`config.mk`:
```
export PLATFORM = sky130hd
export DESIGN_NAME = pipelined_rca_addsub
export DESIGN_NICKNAME = d
export VERILOG_FILES = /design/src/rtl/pipelined_rca_pkg.sv /design/src/rtl/rca_slice.sv /design/src/rtl/pipelined_rca_addsub.sv
export SDC_FILE = /design/constraint.sdc
export NUM_CORES = 1
export LEC_CHECK = 0
export BUFFER_PORTS_ARGS = -buffer_cell sky130_fd_sc_hd__clkbuf_2
export CORE_MARGIN = 2
export CORE_UTILIZATION = 56
export DETAILED_ROUTE_END_ITERATION = 8
export MAX_ROUTING_LAYER = met4
export PLACE_DENSITY_LB_ADDON = 0.25
export SLEW_MARGIN = 20
export SYNTH_ARGS = -nofsm -noshare
export SYNTH_HDL_FRONTEND = slang
export SYNTH_SLANG_ARGS = --single-unit
```
`constraint.sdc`:
```
create_clock -name clk -period 3.65 [get_ports clk]
set_input_delay 0 -clock clk [delete_from_list [all_inputs] [get_ports clk]]
set_output_delay 0 -clock clk [all_outputs]
set_load 0.01 [all_outputs]
```
`src/rtl/pipelined_rca_pkg.sv`:
```
// Shared configuration for the pipelined ripple-carry adder/subtractor.
// Holds the default operand width, the default pipeline depth and the
// slice width derived from them. No ports; imported by rca_slice and
// pipelined_rca_addsub.
package pipelined_rca_pkg;

  localparam int WIDTH_DEF  = 16;
  localparam int STAGES_DEF = 4;
  localparam int SLICE_W    = WIDTH_DEF / STAGES_DEF;

endpackage

```
`src/rtl/rca_slice.sv`:
```
// Combinational W-bit ripple-carry adder slice.
// Ports:
//   a, b   : slice operands (b already inverted by the caller for subtract)
//   cin    : carry into the slice LSB
//   sum    : slice sum
//   cout   : carry out of the slice MSB
//   c_msb  : carry into the slice MSB (used for signed-overflow detection)
module rca_slice
  import pipelined_rca_pkg::*;
#(
  parameter int W = SLICE_W
) (
  input  logic [W-1:0] a,
  input  logic [W-1:0] b,
  input  logic         cin,
  output logic [W-1:0] sum,
  output logic         cout,
  output logic         c_msb
);

  always_comb begin
    logic c;
    sum   = '0;
    c_msb = 1'b0;
    // NOTE: the ripple carry is a local variable updated with blocking
    // assignments so each bit sees the carry produced by the bit below.
    c     = cin;
    for (int i = 0; i < W; i++) begin
      if (i == W - 1) c_msb = c;
      sum[i] = a[i] ^ b[i] ^ c;
      c      = (a[i] & b[i]) | (c & (a[i] ^ b[i]));
    end
    cout = c;
  end

endmodule

```
`src/rtl/pipelined_rca_addsub.sv`:
```
// Pipelined ripple-carry adder/subtractor with valid/ready handshake.
// Stage k adds slice k of the operands using the carry registered by
// stage k-1; stage 0 uses the effective carry-in. The last stage's result
// lands directly in the output registers, giving a latency of STAGES cycles.
// Ports:
//   clk, rst_n          : clock, synchronous active-low reset
//   in_valid / in_ready : input handshake (in_ready = pipeline advance)
//   a, b, cin, sub      : operands, carry/borrow-in, 0=add 1=subtract
//   out_valid/out_ready : output handshake
//   sum, carry, overflow: result, carry-out (not-borrow), signed overflow
module pipelined_rca_addsub
  import pipelined_rca_pkg::*;
#(
  parameter int WIDTH  = WIDTH_DEF,
  parameter int STAGES = STAGES_DEF
) (
  input  logic             clk,
  input  logic             rst_n,
  input  logic             in_valid,
  output logic             in_ready,
  input  logic [WIDTH-1:0] a,
  input  logic [WIDTH-1:0] b,
  input  logic             cin,
  input  logic             sub,
  output logic             out_valid,
  input  logic             out_ready,
  output logic [WIDTH-1:0] sum,
  output logic             carry,
  output logic             overflow
);

  localparam int SW = WIDTH / STAGES;
  // Number of intermediate stage registers; the last stage feeds the outputs.
  localparam int NQ = (STAGES > 1) ? STAGES - 1 : 1;

  if (STAGES < 1 || (WIDTH % STAGES) != 0) begin : g_bad_cfg
    $error("pipelined_rca_addsub: WIDTH must be a multiple of STAGES");
  end

  // Operands travel whole; sum fills in one slice per stage.
  typedef struct packed {
    logic [WIDTH-1:0] a;
    logic [WIDTH-1:0] b;      // effective (possibly inverted) B
    logic [WIDTH-1:0] sum;
    logic             c;      // carry out of the slices done so far
    logic             c_msb;  // carry into the most recent slice's MSB
  } stage_t;

  stage_t            stage_q [NQ];
  stage_t            stage_d [STAGES];
  logic [STAGES-1:0] vld_q;
  logic [WIDTH-1:0]  sum_q;
  logic              carry_q;
  logic              ovf_q;
  logic              advance;

  // Reset forces advance so in_ready reads 1 while rst_n is low.
  assign advance   = !rst_n || !vld_q[STAGES-1] || out_ready;
  assign in_ready  = advance;
  assign out_valid = vld_q[STAGES-1];
  assign sum       = sum_q;
  assign carry     = carry_q;
  assign overflow  = ovf_q;

  for (genvar k = 0; k < STAGES; k++) begin : g_stage
    stage_t          src;
    stage_t          nxt;
    logic [SW-1:0]   s_sum;
    logic            s_cout;
    logic            s_msb;

    if (k == 0) begin : g_first
      // Subtract as a + ~b + ~cin so cin doubles as borrow-in.
      assign src = '{a: a, b: (sub ? ~b : b), sum: '0,
                     c: (sub ? ~cin : cin), c_msb: 1'b0};
    end else begin : g_next
      assign src = stage_q[k-1];
    end

    rca_slice #(.W(SW)) u_slice (
      .a     (src.a[k*SW +: SW]),
      .b     (src.b[k*SW +: SW]),
      .cin   (src.c),
      .sum   (s_sum),
      .cout  (s_cout),
      .c_msb (s_msb)
    );

    always_comb begin
      nxt                   = src;
      nxt.sum[k*SW +: SW]   = s_sum;
      nxt.c                 = s_cout;
      nxt.c_msb             = s_msb;
    end

    assign stage_d[k] = nxt;
  end

  // NOTE: datapath stage registers have no reset; their contents are
  // qualified by the valid bits, which are reset below.
  always_ff @(posedge clk) begin
    if (advance) begin
      for (int k = 0; k < STAGES - 1; k++) stage_q[k] <= stage_d[k];
    end
  end

  // NOTE: state is updated with non-blocking assignments so every stage
  // samples its predecessor's pre-edge value and the whole pipe shifts together.
  always_ff @(posedge clk) begin
    if (!rst_n) begin
      vld_q   <= '0;
      sum_q   <= '0;
      carry_q <= 1'b0;
      ovf_q   <= 1'b0;
    end else if (advance) begin
      // Bubbles enter as valid=0 when no beat is offered.
      vld_q   <= STAGES'({vld_q, in_valid});
      sum_q   <= stage_d[STAGES-1].sum;
      carry_q <= stage_d[STAGES-1].c;
      ovf_q   <= stage_d[STAGES-1].c ^ stage_d[STAGES-1].c_msb;
    end
  end

endmodule
```
==> impl_metrics.tcl <==
set metrics [dict create \
    synthesis.instances 238 \
    critical_path_peak_fanout 2 \
    clock-root-buffer "sky130_fd_sc_hd__clkbuf_8" \
    yosys.cell_types.count 18 \
    top_usage_layer "met2" \
    reg2reg_to "sum[15]" \
    cp.required_ns 3.95 \
    fillers 441 \
    net-switching-power_mw 0.5360 \
    timing.clock.skew_ns 0.01253 \
    totalNegativeSetupSlack_ns 0 \
    worst_hold_path_stage_count 4 \
    synth_top_area_cells "sky130_fd_sc_hd__edfxtp_1, sky130_fd_sc_hd__dfxtp_1, sky130_fd_sc_hd__fa_1" \
    globalRouteMet3Util_pct 4.377 \
    worstHoldEndpoint "stage_q[0][4]" \
    dieHeight_um 85.41 \
    cts.repair.resized 0 \
    gp_congestion 0.7196 \
    final_nets 378 \
    critical_path_arrival_ns 2.58 \
    timing_worst_slew_pin_value_ns 0.9505 \
    synth_top_area_share_pct 60.69 \
    criticalPathCategory "flip-flop to flip-flop" \
    cts_tree "yes" \
    cts.hold.buffers_added 27 \
    layoutNonFillerInstCount 406 \
    drtPass1Iterations 6 \
    maxSlewHeadroom_pct 36.63 \
    finish_stage_setup_viols 0 \
    achievable-frequency_mhz 437.7 \
    globalRouteMet1Util_pct 19.23 \
    numClockSinks 97 \
    period_needed_ns 2.285 \
    syn_to_final_growth_pct 20.97 \
    clk_transition_reported_paths_ns 0.09 \
    r2r_slack_ns 1.37 \
    cts-buffers-inserted 9 \
    antenna_found_initial 0 \
    post_drt_wl_per_cell_um 11.68 \
    grt_setup_unrepaired "no" \
    num_vias 1838 \
    synth.avg_cell_area_um2 15.59 \
    synth.net_count 292 \
    slew_viol_final 0 \
    ff2ff_path_depth 9 \
    ctsLongestPathBuffers 2 \
    timing.rr.start "stage_q[0][130]" \
    initial_utilization_pct 58.11 \
    power.internal_mw 1.835 \
    total_power_mw 2.371 \
    start_kind "flip-flop" \
    globalRoute.totalOverflow 0 \
    hold_path.startpoint "a[2]" \
    synth.ff_latch_count 97 \
    drc_errors 0 \
    floorplan.die_area_um2 7294 \
    synth.cell_area_um2 3711 \
    synth_edf_count 75 \
    layout_worst_path_cycle_share_pct 62.60 \
    grt_max_degree 77 \
    power.share.sequential_pct 60.9 \
    final_hold_viol_count 0 \
    numPortBuffers 57 \
    yosys.area.top_type "sky130_fd_sc_hd__edfxtp_1" \
    gr-usage-all-layers_pct 15.06 \
    routed_via_density 4.527 \
    hold_path_class "primary input to flip-flop" \
    max_cap_viol_count 0 \
    core_area_um2 6386 \
    layout.area.seq_um2 2693 \
    run_status "finished clean" \
    grt.met2_usage_pct 22.51 \
    grt_pass1_vias 1780 \
    most_used_standard_cell_by_instance_count_after_synthesis "sky130_fd_sc_hd__edfxtp_1" \
    multiInputGateArea_um2 822.0 \
    end_kind "flip-flop" \
    htreeDepth 3 \
    dp_hpwl_um 2848 \
    route.antenna.remaining_nets 0 \
    switch_share_pct 22.61 \
    ys.flop_type "sky130_fd_sc_hd__edfxtp_1" \
    peakVddDrop_mv 0.3061 \
    ys_top_cells_by_count "sky130_fd_sc_hd__edfxtp_1, sky130_fd_sc_hd__nand2_1, sky130_fd_sc_hd__inv_1" \
    drt_iter0_drcs 87 \
    detail_route.wirelength_um 4742 \
    chip_width_um 85.41 \
    share_clk_of_total_power_pct 28.3 \
    post_route_cells_drive_above_1_share_pct 22.49 \
    yosys_warnings 0 \
    asyncSetResetFlopFracSynth_pct 0 \
    fp-row-count 29 \
    pwr_density_cell_nw_per_um2 528.1 \
    global_route_wire_length_before_repair_um 8114 \
    power.share.combinational_pct 10.7 \
    seq_area_frac_synth_pct 72.56 \
    pin_count 58 \
    numPlacedInstances 363 \
    antenna-diode-count 0 \
    total_leakage_power_nw 1.965 \
    clock_network_latency_to_the_later_pin_of_the_worst_skew_pair_ns 0.36 \
    post-cts-setup-buffers 0 \
]
-- power groups by stage --
stage / Combinational (mW) / Clock, mW / Sequential (mW)
after global routing: 0.298 / 0.732 / 1.47
after global placement: 0.229 / 0 / 1.47
after CTS: 0.260 / 0.697 / 1.45
after detailed placement: 0.236 / 0 / 1.47
final: 0.255 / 0.672 / 1.44
after floorplan: 0.133 / 0 / 1.48
-- routing by layer --
layer	part of all wire [%]	routed length, um
met1	45	2152
met2	47	2229
met3	5.4	257
met4	2.2	102
met5	0	0
-- sequential cells by signal, summed over array words and instances (netlist names) --
register and count:
stage_q 75, vld_q 4, carry 1, sum 16
overflow 1
-- layout by cell type, fill, tap and decap left out --
cell                            netlist  layout
sky130_fd_sc_hd__clkinv_4             0       1
sky130_fd_sc_hd__nand2b_1             1       1
sky130_fd_sc_hd__and2b_2              1       1
sky130_fd_sc_hd__clkinv_2             0       1
sky130_fd_sc_hd__clkbuf_2             0      57
sky130_fd_sc_hd__nand2_4              0       1
sky130_fd_sc_hd__edfxtp_1            75      75
sky130_fd_sc_hd__a21boi_0            10      10
sky130_fd_sc_hd__dlygate4sd3_1        0      27
sky130_fd_sc_hd__xnor2_1              4       4
sky130_fd_sc_hd__bufinv_16            0       1
sky130_fd_sc_hd__o21a_1               1       1
sky130_fd_sc_hd__clkbuf_1             1       1
sky130_fd_sc_hd__clkbuf_8             0       9
sky130_fd_sc_hd__fa_1                16      16
sky130_fd_sc_hd__nand3_1              2       2
sky130_fd_sc_hd__o211a_1              3       3
sky130_fd_sc_hd__dfxtp_1             22      22
sky130_fd_sc_hd__inv_1               34      34
sky130_fd_sc_hd__xor2_1              14      14
sky130_fd_sc_hd__clkinvlp_4           0       2
sky130_fd_sc_hd__nand2_1             39      38
sky130_fd_sc_hd__a21boi_1             7       7
sky130_fd_sc_hd__inv_6                0       1
-- kinds of logic after synthesis --
logic type | count (synthesis) | share of synthesized area, %
xor+xnor | 18 | 4.248
fa+ha+maj | 16 | 8.631
compound gates | 21 | 4.450
flops | 97 | 72.56
simple gates | 43 | 4.619
buf+inv | 43 | 5.495
-- worst max path at each step --
stage | start | end | slack, ns
floorplan | vld_q[3] | stage_q[0][101] | 0.87
global placement | sub | stage_q[0][5] | 1.34
detailed placement | sub | stage_q[0][5] | 1.27
CTS | stage_q[0][130] | sum[15] | 1.36
global route | stage_q[0][130] | sum[15] | 1.23
finish | stage_q[0][130] | sum[15] | 1.37
-- worst max-delay path: stages (launching register included) --
cell	delay (ns)
sky130_fd_sc_hd__edfxtp_1	0.40
sky130_fd_sc_hd__fa_1	0.43
sky130_fd_sc_hd__inv_1	0.08
sky130_fd_sc_hd__fa_1	0.15
sky130_fd_sc_hd__inv_1	0.05
sky130_fd_sc_hd__fa_1	0.40
sky130_fd_sc_hd__inv_1	0.09
sky130_fd_sc_hd__fa_1	0.40
sky130_fd_sc_hd__nand2_1	0.07
sky130_fd_sc_hd__o211a_1	0.16
-- metrics by stage --
| step | setup WS (ns) | area [um2] | hold slack, ns | util [%] |
|---|---|---|---|---|
| 6_report | 1.365 | 4489 | 0.1437 | 70.30 |
| 5_1_grt | 1.226 | 4489 | 0.1530 | 70.30 |
| 4_1_cts | 1.360 | 4489 | 0.1262 | 70.30 |
| 3_5_place_dp | 1.266 | 4024 | 0.1786 | 63.01 |
| 3_3_place_gp | 1.343 | 4024 | 0.1768 | 63.01 |
| 2_1_floorplan | 0.8667 | 3711 | 0.09887 | - |
-- area by class of cell --
class / instances / share of cell area [%]
multi-input combinational: 98 / 18.31
inverter: 34 / 2.843
clock buffer: 10 / 2.843
sequential: 97 / 59.98
clock inverter: 6 / 1.505
timing repair buffer: 84 / 12.37
tap: 77 / 2.146
Note: power is estimated with default switching activity, not from simulation.
